File: src/rtl/lgs_frame_loader.sv
// lgs_frame_loader: assembles a W_IN-bit word stream into FRAME_BITS-wide
// operand frames for the lgsynth91 netlists under test. The design is
// double-buffered: the next frame fills the assembly register while the
// output register presents the current frame.
//
// Ports:
//   clk, rst_n          rising-edge clock, asynchronous active-low reset
//   s_valid/s_ready     input word handshake; s_data is the word, s_first marks word 0
//   m_valid/m_ready     output frame handshake; m_frame is the assembled frame
//   err_resync          one-cycle pulse when s_first is accepted mid-frame
//   frame_cnt           count of delivered frames, wraps
module lgs_frame_loader #(
  parameter int unsigned W_IN       = 8,
  parameter int unsigned FRAME_BITS = 132,
  parameter int unsigned CNT_W      = 16
) (
  input  logic                  clk,
  input  logic                  rst_n,
  input  logic                  s_valid,
  output logic                  s_ready,
  input  logic [W_IN-1:0]       s_data,
  input  logic                  s_first,
  output logic                  m_valid,
  input  logic                  m_ready,
  output logic [FRAME_BITS-1:0] m_frame,
  output logic                  err_resync,
  output logic [CNT_W-1:0]      frame_cnt
);

  localparam int unsigned NW       = (FRAME_BITS + W_IN - 1) / W_IN;
  localparam int unsigned PAD_BITS = NW * W_IN;
  localparam int unsigned WCNT_W   = (NW > 1) ? $clog2(NW) : 1;
  localparam int unsigned BASE_W   = (PAD_BITS > 1) ? $clog2(PAD_BITS) : 1;

  localparam logic [WCNT_W-1:0]     LAST_WORD = WCNT_W'(NW - 1);
  localparam logic [FRAME_BITS-1:0] WORD_MASK = FRAME_BITS'({W_IN{1'b1}});

  localparam logic [0:0] ST_FILL = 1'b0;
  localparam logic [0:0] ST_HOLD = 1'b1;

  logic [0:0]            state_q,   state_d;
  logic [WCNT_W-1:0]     wcnt_q,    wcnt_d;
  logic [FRAME_BITS-1:0] asm_q,     asm_d;
  logic [FRAME_BITS-1:0] m_frame_q, m_frame_d;
  logic                  m_valid_q, m_valid_d;
  logic                  s_ready_q, s_ready_d;
  logic                  err_q,     err_d;
  logic [CNT_W-1:0]      cnt_q,     cnt_d;

  logic                  accept;
  logic                  resync;
  logic [WCNT_W-1:0]     wsel;
  logic [BASE_W-1:0]     base;

  // State register
  always_ff @(posedge clk or negedge rst_n) begin
    if (!rst_n) begin
      state_q   <= ST_FILL;
      wcnt_q    <= '0;
      asm_q     <= '0;
      m_frame_q <= '0;
      m_valid_q <= 1'b0;
      s_ready_q <= 1'b0;
      err_q     <= 1'b0;
      cnt_q     <= '0;
    end else begin
      state_q   <= state_d;
      wcnt_q    <= wcnt_d;
      asm_q     <= asm_d;
      m_frame_q <= m_frame_d;
      m_valid_q <= m_valid_d;
      s_ready_q <= s_ready_d;
      err_q     <= err_d;
      cnt_q     <= cnt_d;
    end
  end

  // Next-state and output logic
  always_comb begin
    state_d   = state_q;
    wcnt_d    = wcnt_q;
    asm_d     = asm_q;
    m_frame_d = m_frame_q;
    m_valid_d = m_valid_q;
    s_ready_d = s_ready_q;
    err_d     = 1'b0;
    cnt_d     = cnt_q;

    accept = s_valid & s_ready_q;
    resync = s_first & (wcnt_q != '0);
    wsel   = resync ? '0 : wcnt_q;
    base   = BASE_W'(wsel) * BASE_W'(W_IN);

    // A consumed frame frees the output register unless HOLD reloads it below
    if (m_valid_q && m_ready) begin
      m_valid_d = 1'b0;
      cnt_d     = cnt_q + CNT_W'(1);
    end

    case (state_q)
      ST_FILL: begin
        s_ready_d = 1'b1;
        if (accept) begin
          // Shifting at frame width drops bits of the last word beyond FRAME_BITS
          asm_d = (asm_q & ~(WORD_MASK << base)) | (FRAME_BITS'(s_data) << base);
          if (resync) begin
            // Resync wins over completion: the word restarts the frame
            wcnt_d = WCNT_W'(1);
            err_d  = 1'b1;
          end else if (wcnt_q == LAST_WORD) begin
            wcnt_d    = '0;
            state_d   = ST_HOLD;
            s_ready_d = 1'b0;
          end else begin
            wcnt_d = wcnt_q + WCNT_W'(1);
          end
        end
      end
      ST_HOLD: begin
        s_ready_d = 1'b0;
        if (!m_valid_q || m_ready) begin
          m_frame_d = asm_q;
          m_valid_d = 1'b1;
          state_d   = ST_FILL;
          s_ready_d = 1'b1;
        end
      end
      default: begin
        state_d   = ST_FILL;
        s_ready_d = 1'b0;
      end
    endcase
  end

  assign s_ready    = s_ready_q;
  assign m_valid    = m_valid_q;
  assign m_frame    = m_frame_q;
  assign err_resync = err_q;
  assign frame_cnt  = cnt_q;

endmodule

File: config.mk
export PLATFORM = sky130hd
export DESIGN_NAME = lgs_frame_loader
export DESIGN_NICKNAME = d
export VERILOG_FILES = /design/src/rtl/lgs_frame_loader.sv
export SDC_FILE = /design/constraint.sdc
export NUM_CORES = 1
export LEC_CHECK = 0
export CAP_MARGIN = 20
export CORE_UTILIZATION = 31
export CTS_CLUSTER_SIZE = 16
export DETAILED_ROUTE_END_ITERATION = 10
export HOLD_SLACK_MARGIN = 0.06
export PLACE_DENSITY = 0.48
export SLEW_MARGIN = 10
export SYNTH_ARGS = -nofsm -noshare
export SYNTH_HDL_FRONTEND = slang
export SYNTH_SLANG_ARGS = --single-unit
File: constraint.sdc
create_clock -name clk -period 6.4 [get_ports clk]
set_clock_uncertainty 0.15 [all_clocks]
set_input_delay 1.92 -clock clk [delete_from_list [all_inputs] [get_ports clk]]
set_output_delay 1.92 -clock clk [all_outputs]
set_load 0.02 [all_outputs]
==> results_dict.tcl <==
set metrics [dict create \
    crit_path_start_kind "primary input" \
    aggregate_routed_wire_length_mm 26.5 \
    clock_sink_count 289 \
    die_area_um2 36900 \
    top_library_cells_by_usage_in_the_layout_fill_and_taps_aside "289 x sky130_fd_sc_hd__dfrtp_1, 261 x sky130_fd_sc_hd__mux2_2, 162 x sky130_fd_sc_hd__clkdlybuf4s50_1" \
    cts_root_buffer "sky130_fd_sc_hd__clkbuf_16" \
    synth_async_sr_flop_share_pct 100 \
    drv_cap 0 \
    chipWidth_um 192 \
    grt_start_max_net_pins 123 \
    nets 898 \
    cts_hold_buf 0 \
    vias_in_the_first_global_route 6693 \
    ir_drop_mv 0.192 \
    synth-edff-count 0 \
    syn-cell-area_um2 11200 \
    port_buffers 163 \
    max-slew-margin-rel_pct 28.5 \
    final_common_cell "sky130_fd_sc_hd__dfrtp_1" \
    startpoint_of_the_most_critical_register_to_register_path "wcnt_q[0]" \
    synth.yosys.seq_area_share_pct 64.6 \
    cp_cell_sequence "clkdlybuf4s50_1 > or3_1 > nor4_4 > mux2_2" \
    drtPass1Iterations 4 \
    grt_use_total_pct 14.9 \
    top_level_ports 164 \
    worstHoldStart "frame_cnt[15]" \
    signed_area_change_from_the_synthesized_netlist_to_the_final_layout_pct 29.3 \
    ctsLongestPathBuffers 3 \
    max_slew.worst_pin.slew_ns 1.07 \
    hold_path_end "frame_cnt[15]" \
    tritoncts "built" \
    start_util_pct 31.5 \
    finalMaxSlewViolations 0 \
    power.share.combinational_pct 19.2 \
    clk-insertion-delay-late_ns 0.50 \
    tritoncts_buffers 35 \
    finalHoldViolations 0 \
    reg2reg_setup_slack_ns 3.60 \
    rows 69 \
    synth.ff_latch_count 289 \
    grt_first_pass_wirelength_mm 41.3 \
    synth.largest_area_cell "sky130_fd_sc_hd__dfrtp_1" \
    final.period_utilization_pct 63.1 \
    startpoint "s_first" \
    worstPathRequired_ns 6.63 \
    htreeDepth 2 \
    clock_power_share_pct 35.3 \
    min-delay-path-class "flip-flop to flip-flop" \
    coreArea_um2 35600 \
    synthTopCellsByArea "sky130_fd_sc_hd__dfrtp_1 65%, sky130_fd_sc_hd__mux2_2 26%, sky130_fd_sc_hd__xnor2_1 0.86%" \
    switching_part_of_the_total_pct 27.0 \
    wire_length_per_cell_after_detailed_routing_um 19.4 \
    internal-power_uw 3930 \
    setup-violations-final 0 \
    yosys.area.top_type_share_pct 64.6 \
    routed-via-count 6314 \
    grt_antenna_before_repair 0 \
    remaining_overflow_grt 0 \
    hold-worst-slack_ns 0.316 \
    insertedDiodeCount 0 \
    timing.final.crit_period_ns 4.04 \
    timing.setup.tns_ns 0 \
    ant_nets 0 \
    number_of_different_library_cells_in_the_post_synthesis_netlist 46 \
    detailedPlacementHpwl_mm 16.3 \
    post_synthesis_cells 703 \
    hold-path-cell-count 1 \
    syn_nets 719 \
    max_freq_mhz 248 \
    detailedRoute.firstIterationViolations 165 \
    cp_slowest_stage_delay_ns 0.72 \
    endpoint_class_of_the_critical_path "flip-flop" \
    power.leakage_uw 0.00682 \
    post_cts.resized_instances 0 \
    total_power_per_unit_cell_area_nw_per_um2 372 \
    cts_post_setup_buffers_inserted 0 \
    routabilityCongestion 0.727 \
    viasPerCell 4.62 \
    crit-reg2reg-capture "asm_q[130]" \
    power.sequential.fraction_pct 45.5 \
    synth_warnings 0 \
    net-switching-power_uw 1450 \
    crit_path_top_delay_cell "sky130_fd_sc_hd__clkdlybuf4s50_1" \
    unrepaired_setup_endpoints_after_global_routing "no" \
    yosys_most_used_dff "sky130_fd_sc_hd__dfrtp_1" \
    drive_gt1_share_pct 36.6 \
    worst_setup_hold_path_clk_slew_ns 0.05 \
    run_status "complete, no violations" \
    worstPathMaxFanout 15 \
    die_y_um 192 \
    worst-r2r-cell-count 6 \
    worst_ep_arrival_time_ns 4.27 \
    drc 0 \
    post_synth.cell_area_avg_um2 15.9 \
    crit_type "primary input to flip-flop" \
]
==> critical path: cells and delay by family <==
kind | cells | cell delay (ns)
and+or+nand+nor | 2 | 1.22
buffers and inverters | 1 | 0.72
muxes | 1 | 0.40
==> power by group through the flow <==
stage          sequential (uW)  clock [uW]  combinational [uW]
2_1_floorplan             2510           0                 517
3_3_place_gp              2480           0                1040
3_5_place_dp              2480           0                1050
4_1_cts                   2450        1970                1050
5_1_grt                   2510        2040                1120
6_report                  2450        1900                1030
==> worst max path at each step <==
stage | depth (start not counted) | to | slack, ns
2_1_floorplan | 5 | asm_q[80] | 2.91
3_3_place_gp | 4 | asm_q[87] | 1.82
3_5_place_dp | 5 | asm_q[60] | 1.80
4_1_cts | 5 | asm_q[62] | 2.33
5_1_grt | 5 | asm_q[62] | 2.23
6_report | 4 | asm_q[87] | 2.36
==> layer usage <==
| layer | share of wire (%) | GRT usage [%] | wire length (um) | vias to the layer above |
|---|---|---|---|---|
| met5 | 0 | 0 | 0 | - |
| met4 | 2.0 | 4.09 | 527 | 0 |
| met3 | 5.5 | 4.22 | 1460 | 39 |
| met2 | 47 | 23.4 | 12400 | 117 |
| met1 | 46 | 19.9 | 12100 | 3313 |
| li1 | - | - | - | 2845 |
==> sequential cells by signal, indices dropped and copies added (netlist names) <==
register and count:
m_valid 1, frame_cnt 16, asm_q 132, state_q 1, err_resync 1, s_ready 1
wcnt_q 5, m_frame 132
==> cell usage after synthesis (2+ instances only) <==
cell type / instances
sky130_fd_sc_hd__and4_1: 2
sky130_fd_sc_hd__buf_1: 6
sky130_fd_sc_hd__buf_2: 12
sky130_fd_sc_hd__buf_4: 2
sky130_fd_sc_hd__clkbuf_1: 10
sky130_fd_sc_hd__dfrtp_1: 289
sky130_fd_sc_hd__ha_1: 3
sky130_fd_sc_hd__inv_1: 7
sky130_fd_sc_hd__mux2_1: 2
sky130_fd_sc_hd__mux2_2: 261
sky130_fd_sc_hd__nand2_1: 20
sky130_fd_sc_hd__nand2b_1: 4
sky130_fd_sc_hd__nand3_1: 12
sky130_fd_sc_hd__nand4_1: 3
sky130_fd_sc_hd__nor2_1: 10
sky130_fd_sc_hd__nor2b_1: 9
sky130_fd_sc_hd__nor3_1: 3
sky130_fd_sc_hd__nor4_2: 2
sky130_fd_sc_hd__nor4_4: 3
sky130_fd_sc_hd__o21ai_0: 3
sky130_fd_sc_hd__or3_1: 2
sky130_fd_sc_hd__xnor2_1: 11
sky130_fd_sc_hd__xor2_1: 4
==> per-stage QoR <==
| stage | cell area (um2) | cells | worst slack, ns | utilization [%] | total power (uW) |
|---|---|---|---|---|---|
| floorplan | 11200 | 703 | 2.91 | - | 3030 |
| global placement | 13400 | 1306 | 1.82 | 37.6 | 3520 |
| detailed placement | 13400 | 1306 | 1.80 | 37.6 | 3530 |
| CTS | 14500 | 1366 | 2.33 | 40.7 | 5480 |
| global route | 14500 | 1366 | 2.23 | 40.7 | 5670 |
| finish | 14500 | 1366 | 2.36 | 40.7 | 5380 |
==> cell families after synthesis <==
logic type               after synthesis  share of synthesized area, %
AO/OA/AOI/OAI                         14                          1.20
XOR/XNOR                              15                          1.17
adder cells (fa/ha/maj)                3                         0.335
buffers and inverters                 38                          1.54
flip-flops                           289                          64.6
multiplexers                         264                          26.6
AND/OR/NAND/NOR                       80                          4.57
==> final cells by class <==
cell class              instances  area [um2]
fillers                      3360       21100
flip-flops and latches        289        7230
multi-input cells             376        3790
repair buffers                173        1750
clock buffers                  54         998
well taps                     461         577
clock inverters                 6        95.1
inverters                       7        26.3
(Power assumes the default switching activity.)
